$ cat src/rtl/telemetry_framer.sv
// Snapshots roll/pitch/yaw on a strobe and serialises them as a byte frame over valid/ready.
// Define TELEM_CRC8_EN to append a CRC-8 (poly 0x07) byte over the six payload bytes.
module telemetry_framer #(
    parameter logic [7:0]  HEADER0 = 8'hDE,
    parameter logic [7:0]  HEADER1 = 8'hAD,
    parameter int unsigned DROP_W  = 8
) (
    input  logic              clk,
    input  logic              rst_n,
    input  logic              frame_valid,
    input  logic [15:0]       roll_in,
    input  logic [15:0]       pitch_in,
    input  logic [15:0]       yaw_in,
    output logic [7:0]        byte_data,
    output logic              byte_valid,
    input  logic              byte_ready,
    output logic              busy,
    output logic              frame_done,
    output logic [DROP_W-1:0] drop_count
);

`ifdef TELEM_CRC8_EN
    localparam int unsigned NBYTES = 9;
`else
    localparam int unsigned NBYTES = 8;
`endif
    localparam int unsigned     IDX_W    = 4;
    localparam logic [IDX_W-1:0] LAST_IDX = IDX_W'(NBYTES - 1);

    typedef enum logic {ST_IDLE, ST_SEND} state_e;

    typedef struct packed {
        logic [15:0] roll;
        logic [15:0] pitch;
        logic [15:0] yaw;
    } sample_t;

    state_e            state_q;
    sample_t           act_q;
    sample_t           pend_q;
    logic              pend_valid_q;
    logic [IDX_W-1:0]  idx_q;
    logic [7:0]        byte_data_q;
    logic              byte_valid_q;
    logic              busy_q;
    logic              frame_done_q;
    logic [DROP_W-1:0] drop_q;

    sample_t           sample_c;
    logic              xfer_c;
    logic              last_xfer_c;
    logic [IDX_W-1:0]  idx_inc_c;
    logic [7:0]        next_byte_c;

    // Header and big-endian payload bytes for a given frame position.
    function automatic logic [7:0] frame_byte(input sample_t s, input logic [IDX_W-1:0] idx);
        case (idx)
            IDX_W'(0): frame_byte = HEADER0;
            IDX_W'(1): frame_byte = HEADER1;
            IDX_W'(2): frame_byte = s.roll[15:8];
            IDX_W'(3): frame_byte = s.roll[7:0];
            IDX_W'(4): frame_byte = s.pitch[15:8];
            IDX_W'(5): frame_byte = s.pitch[7:0];
            IDX_W'(6): frame_byte = s.yaw[15:8];
            IDX_W'(7): frame_byte = s.yaw[7:0];
            default:   frame_byte = 8'h00;
        endcase
    endfunction

    assign sample_c    = {roll_in, pitch_in, yaw_in};
    assign xfer_c      = byte_valid_q & byte_ready;
    assign last_xfer_c = xfer_c & (idx_q == LAST_IDX);
    assign idx_inc_c   = idx_q + IDX_W'(1);

`ifdef TELEM_CRC8_EN
    logic [7:0] crc_q;
    logic [7:0] crc_next_c;

    function automatic logic [7:0] crc8_step(input logic [7:0] crc, input logic [7:0] data);
        logic [7:0] x;
        x = crc ^ data;
        for (int i = 0; i < 8; i++) begin
            x = x[7] ? ((x << 1) ^ 8'h07) : (x << 1);
        end
        crc8_step = x;
    endfunction

    // The CRC byte must already include the last payload byte being accepted now.
    assign crc_next_c  = crc8_step(crc_q, byte_data_q);
    assign next_byte_c = (idx_inc_c == LAST_IDX) ? crc_next_c : frame_byte(act_q, idx_inc_c);

    always_ff @(posedge clk or negedge rst_n) begin
        if (!rst_n) begin
            crc_q <= 8'h00;
        end else if ((state_q == ST_IDLE) || last_xfer_c) begin
            crc_q <= 8'h00;
        end else if (xfer_c && (idx_q >= IDX_W'(2))) begin
            crc_q <= crc_next_c;
        end
    end
`else
    assign next_byte_c = frame_byte(act_q, idx_inc_c);
`endif

    // Frame sequencer: active/pending buffers, byte index and all registered outputs.
    always_ff @(posedge clk or negedge rst_n) begin
        if (!rst_n) begin
            state_q      <= ST_IDLE;
            act_q        <= '0;
            pend_q       <= '0;
            pend_valid_q <= 1'b0;
            idx_q        <= '0;
            byte_data_q  <= 8'h00;
            byte_valid_q <= 1'b0;
            busy_q       <= 1'b0;
            frame_done_q <= 1'b0;
            drop_q       <= '0;
        end else begin
            frame_done_q <= 1'b0;
            case (state_q)
                ST_IDLE: begin
                    if (frame_valid) begin
                        act_q        <= sample_c;
                        idx_q        <= '0;
                        byte_data_q  <= HEADER0;
                        byte_valid_q <= 1'b1;
                        busy_q       <= 1'b1;
                        state_q      <= ST_SEND;
                    end
                end
                ST_SEND: begin
                    if (last_xfer_c) begin
                        frame_done_q <= 1'b1;
                        idx_q        <= '0;
                        byte_data_q  <= HEADER0;
                        if (pend_valid_q) begin
                            // Pending frame goes out back-to-back; a coincident strobe refills pending.
                            act_q        <= pend_q;
                            pend_valid_q <= frame_valid;
                            if (frame_valid) begin
                                pend_q <= sample_c;
                            end
                        end else if (frame_valid) begin
                            act_q <= sample_c;
                        end else begin
                            state_q      <= ST_IDLE;
                            byte_valid_q <= 1'b0;
                            busy_q       <= 1'b0;
                        end
                    end else begin
                        if (xfer_c) begin
                            idx_q       <= idx_inc_c;
                            byte_data_q <= next_byte_c;
                        end
                        if (frame_valid) begin
                            pend_q       <= sample_c;
                            pend_valid_q <= 1'b1;
                            if (pend_valid_q && (drop_q != '1)) begin
                                drop_q <= drop_q + DROP_W'(1);
                            end
                        end
                    end
                end
                default: state_q <= ST_IDLE;
            endcase
        end
    end

    assign byte_data  = byte_data_q;
    assign byte_valid = byte_valid_q;
    assign busy       = busy_q;
    assign frame_done = frame_done_q;
    assign drop_count = drop_q;

endmodule
$ cat config.mk
export PLATFORM = sky130hd
export DESIGN_NAME = telemetry_framer
export DESIGN_NICKNAME = d
export VERILOG_FILES = /design/src/rtl/telemetry_framer.sv
export SDC_FILE = /design/constraint.sdc
export NUM_CORES = 1
export LEC_CHECK = 0
export BUFFER_PORTS_ARGS = -buffer_cell sky130_fd_sc_hd__buf_2
export CORE_MARGIN = 2
export CORE_UTILIZATION = 40
export CTS_BUF_LIST = sky130_fd_sc_hd__clkbuf_8
export CTS_CLUSTER_SIZE = 10
export DETAILED_ROUTE_END_ITERATION = 12
export PLACE_DENSITY = 0.67
export SYNTH_ARGS = -nofsm -noshare
export SYNTH_HDL_FRONTEND = slang
export SYNTH_SLANG_ARGS = --single-unit
$ cat constraint.sdc
create_clock -name clk -period 3.97 [get_ports clk]
set_input_delay 0.397 -clock clk [delete_from_list [all_inputs] [get_ports clk]]
set_output_delay 0.397 -clock clk [all_outputs]
set_load 0.02 [all_outputs]
# After elaboration in Yosys (flattened, before gate mapping)
# Index checks and enable logic that the tools add are counted.
# classes
addsub	2
n_eq_ne	15
muxes	29
n_bitwise	4
n_reduce_logical	8
# op_table
operator	n
$mux W48	6
$pmux W48 S2	1
$pmux W8 S8	1
$mux W8	3
$eq A4 B3 Y1 const B	5
$pmux W8 S2	1
$mux W4	3
$mux W1	11
$add A8 B1 Y8 const B	1
$eq A4 B2 Y1 const B	2
$ne A2 B2 Y1 const B	4
$ne A8 B8 Y1 const B	1
$pmux W4 S2	1
$reduce_and A4 Y1	2
$reduce_and A2 Y1	3
$add A4 B1 Y4 const B	1
$eq A4 B1 Y1 const B	1
$logic_not A4 Y1	1
$pmux W1 S2	2
$ne A3 B1 Y1 const B	1
$and A1 B1 Y1	2
$ne A2 B1 Y1 const B	1
$not A1 Y1	2
$reduce_bool A2 Y1	1
$logic_and A1 B1 Y1	1
# word_totals
register_bits	120
in_bits	52
output_inout_bits	19
word_cells	71

# Longest topological paths before layout
# logic_depth
word_depth	6
depth_mapped	9

# Worst setup path after synthesis
# Ideal clock, no wire load.
# synth_path
path_kind	register to register
start	register idx_q[1]
end	register pend_q[0] in the netlist's numbering
setup_ps	125
arrival_ps	1834
setup_slack_ps	2012
stages_incl_launch_ff	9
path_buffers	2
cell_sequence	dfrtp_1 -> ha_1 -> nand3b_4 -> o21ai_2 -> nand2_1 -> nand2_1 -> buf_4 -> buf_4 -> mux2_2
# synth_between
elab_chain_len	4
elab_cells_between_ends	5
classes_between	2 x eq/ne; 1 x mux; 1 x bitwise; 1 x reduce/logical
# synth_rtl
item	line_no	text
start, declared	42	logic [IDX_W-1:0] idx_q;
start signal, assigned	152	idx_q <= idx_inc_c;
$eq A4 B3 Y1 *	72	assign last_xfer_c = xfer_c & (idx_q == LAST_IDX);
$and A1 B1 Y1 *	72	
$ne A2 B2 Y1 (no source line)	n/a	
$reduce_and A2 Y1 (no source line)	n/a	
end signal, assigned	141	pend_q <= sample_c;
end signal, assigned	156	pend_q <= sample_c;
end, declared	40	sample_t pend_q;
# Mark *: on every way between the ends. The rest lies on a longest branch, timed or not.
# A chain may end at the register's enable or synchronous reset.

# Worst setup path in the final report
# layout_path
start	register idx_q[0]
end	register act_q[30] in the netlist's numbering
# layout_between
elab_chain_len	3
# layout_rtl
item	line_no	text
$eq A4 B3 Y1	72	
$and A1 B1 Y1	72	
$ne A2 B1 Y1 (no source line)	n/a	
end signal, assigned	123	act_q <= sample_c;
end signal, assigned	138	act_q <= pend_q;
end signal, assigned	144	act_q <= sample_c;
end, declared	39	sample_t act_q;
# No other way between the ends.

==> results.yml <==
yosys:
  ys_ff_latch: 120
  synthFlopType: "dfrtp_1"
  synth_edf_count: 0
  async_flop_share: 1.000
  yosysWarnings: 0
  syn_area_per_cell_sq_um: 11.10
  synth_area_sq_mm: 0.005574
  synth.distinct_cells: 53
  seq_area_frac_synth: 0.5387
  synth_fp_nets: 560
  netlist_instances: 502
hold_path:
  hp-class: "input pin to asynchronous set/reset pin"
worst_setup_path:
  rr_worst_depth: 7
  critPathArrivalTime_ns: 3.22
  r2r-start: "idx_q[0]"
  slowest_stage: "a21oi_4"
  rr_endpoint: "act_q[30]"
  reg2reg_slack_ns: 1.10
  slowest_delay_ns: 0.64
  crit_chain: "ha_1 -> nand3b_4 -> or2_1 -> a21oi_4 -> buf_4 -> nor2_1 -> a21oi_1"
  crit_required_ns: 4.32
  worst_setup_path_start_kind: "flop"
  crit_fanout: 25
  worstSetupEndpointType: "flop"
  critical_path_class: "flop to flop"
  endpoint: "act_q[30]"
  crit_start: "idx_q[0]"
route:
  wl_mm: 12.83
  drt-met1-wl_mm: 5.585
  first_iter_violations: 294
  route.met2.wl_mm: 6.539
  top_layer: "met4"
  wire_per_inst_microns: 17.11
  num_vias: 4103
  ant_nets: 0
  vias_per_cell: 5.471
  wl_met3_microns: 518
  drc_errors: 0
  dr.pass1.iters: 4
cts:
  h-tree-depth: 4
  numCtsBuffers: 17
  hold_buffers: 0
  cts_tree: "done"
  cts_setup_buffers: 0
  clk_path_buf_depth: 2
  clock-sinks: 120
  path_clk_slew_ns: 0.06
  root_buffer: "clkbuf_8"
  cts_resized: 0
  clock_latency_ns: 0.43
timing:
  rsz0062_at_grt: "no"
  tightest_slew_ns: 1.041
  setup_violations: 0
  fin_skew_ns: 0.01289
  period_share: 0.7231
  maxSlewHeadroom: 0.3063
  finalMaxSlewViolations: 0
  final_hold_viol_count: 0
  fmax_ghz: 0.3484
  fin_crit_ns: 2.871
  tns_ns: 0
power_and_ir_drop:
  leakagePower_nw: 2.768
  p_per_area_mw_per_mm2: 516.1
  peakVddDrop_uv: 234.3
run:
  max-cap-violations: 0
placed_design:
  gp_congestion: 0.8241
  dp_hpwl_mm: 8.790
  place_area_sq_mm: 0.006013
  port_buffers: 70
global_routing:
  grt_pass1_wl_mm: 21.47
  overflow: 0
  grt_use_total: 0.1847
  grt_antenna_before_repair: 0
  grt_pass1_vias: 4297
  grt_max_degree: 83
outcome:
  status: "complete, no violations"
floorplan:
  die_w_microns: 122.0
  rows: 43
  core_area_sq_mm: 0.01372
  die_area_sq_mm: 0.01490
  dieHeight_microns: 122.0
  initial_core_util: 0.4063
  ios: 71
layout:
  area_growth_pct: 13.76
  nets: 619
  diodes: 0
  layout_commonest_cell: "dfrtp_1"
  fillers: 1332
  final_cell_mix: "120 x dfrtp_1, 69 x buf_2, 59 x nor2_1, 52 x o22ai_1, 49 x mux2_2"
  drive_gt1_frac: 0.3053
  stdcell_area_sq_mm: 0.006341
==> where the power goes <==
group	internal [W]	switching [W]
clock	0.000499	0.000440
sequential	0.00141	0.000147
combinational	0.000335	0.000445
==> flip-flops by register name, indices dropped and copies added (netlist names) <==
name	flops
act_q	48
busy	1
byte_data	8
drop_count	8
frame_done	1
idx_q	4
pend_q	48
pend_valid_q	1
state_q	1
==> layer usage <==
metal / track usage / up-vias
li1: - / 1963
met1: 0.2314 / 2036
met2: 0.3139 / 89
met3: 0.04260 / 15
met4: 0.06394 / 0
met5: 0 / -
==> synthesized netlist by cell type, types with 2 or more instances <==
library cell  count  area (sq um)
a21boi_0          5         37.54
a221oi_1          6         52.55
nand2_1          16         60.06
a22oi_1           4         30.03
a21o_1            2         15.01
nor2b_1           4         25.02
nand3_1           9         45.04
o21ai_1           3         15.01
a31oi_1           4         25.02
ha_1              6         75.07
nor3_1            3         15.01
or2_2             2         12.51
nor2_1           59         221.5
o22a_1            3         26.28
nand2b_1          3         18.77
mux2_2           49         551.8
xor2_1            3         26.28
buf_2             8         40.04
dfrtp_1         120          3003
xnor2_1           6         52.55
o21ai_0           9         45.04
o31a_1            4         35.03
o22ai_1          52         325.3
inv_1             5         18.77
buf_1             2         7.510
a222oi_1          3         30.03
a21oi_1          35         175.2
a21oi_2          17         148.9
clkbuf_1         17         63.81
and3_1            2         12.51
and2_1            5         31.28
nand4_1           2         12.51
buf_4             6         45.04
buf_6             4         45.04
a22o_1            6         52.55
==> final cells by class <==
cell class,instances,area [sq um],share of cell area
Timing Repair Buffer,77,405.4,0.06393
Clock inverter,9,66.31,0.01046
Tap cell,180,225.2,0.03552
Clock buffer,19,261.5,0.04124
Sequential cell,120,3003,0.4736
Inverter,5,18.77,0.002960
Multi-Input combinational cell,340,2361,0.3723
==> critical path, delay by kind of cell, from the launching register on <==
| kind | cells | cell delay [ns] |
|---|---|---|
| compound gates | 2 | 0.78 |
| fa+ha+maj | 1 | 0.54 |
| buf+inv | 1 | 0.40 |
| flops | 1 | 0.52 |
| simple gates | 3 | 0.55 |
==> how the worst min path moves through the flow <==
stage,slack (ns),cells after the start,from,end
after floorplan,0.10,0,rst_n,act_q[0]
after global placement,0.47,1,drop_count[5],drop_count[5]
after detailed placement,0.49,1,byte_data[5],byte_data[5]
after CTS,0.18,1,rst_n,pend_q[47]
after global routing,0.19,2,pitch_in[13],pend_q[29]
final,0.12,1,rst_n,pend_q[33]
==> through the flow <==
step	cells	worst slack [ns]	hold slack [ns]	total power, W	util
3_5_place_dp	722	1.132	0.4924	0.002362	0.4383
2_1_floorplan	502	2.012	0.1014	0.002079	-
4_1_cts	750	1.097	0.1793	0.003305	0.4622
6_report	750	1.099	0.1232	0.003273	0.4622
3_3_place_gp	722	1.234	0.4698	0.002330	0.4383
5_1_grt	750	0.8459	0.1937	0.003460	0.4622
==> cell families after synthesis <==
| group | count (synthesis) | synth area share |
|---|---|---|
| AO/OA/AOI/OAI | 164 | 0.2020 |
| flip-flops | 120 | 0.5387 |
| AND/OR/NAND/NOR | 111 | 0.09136 |
| multiplexers | 50 | 0.1008 |
| buffers and inverters | 42 | 0.03951 |
| XOR/XNOR | 9 | 0.01414 |
| adder cells (fa/ha/maj) | 6 | 0.01347 |
(Power assumes the default switching activity.)
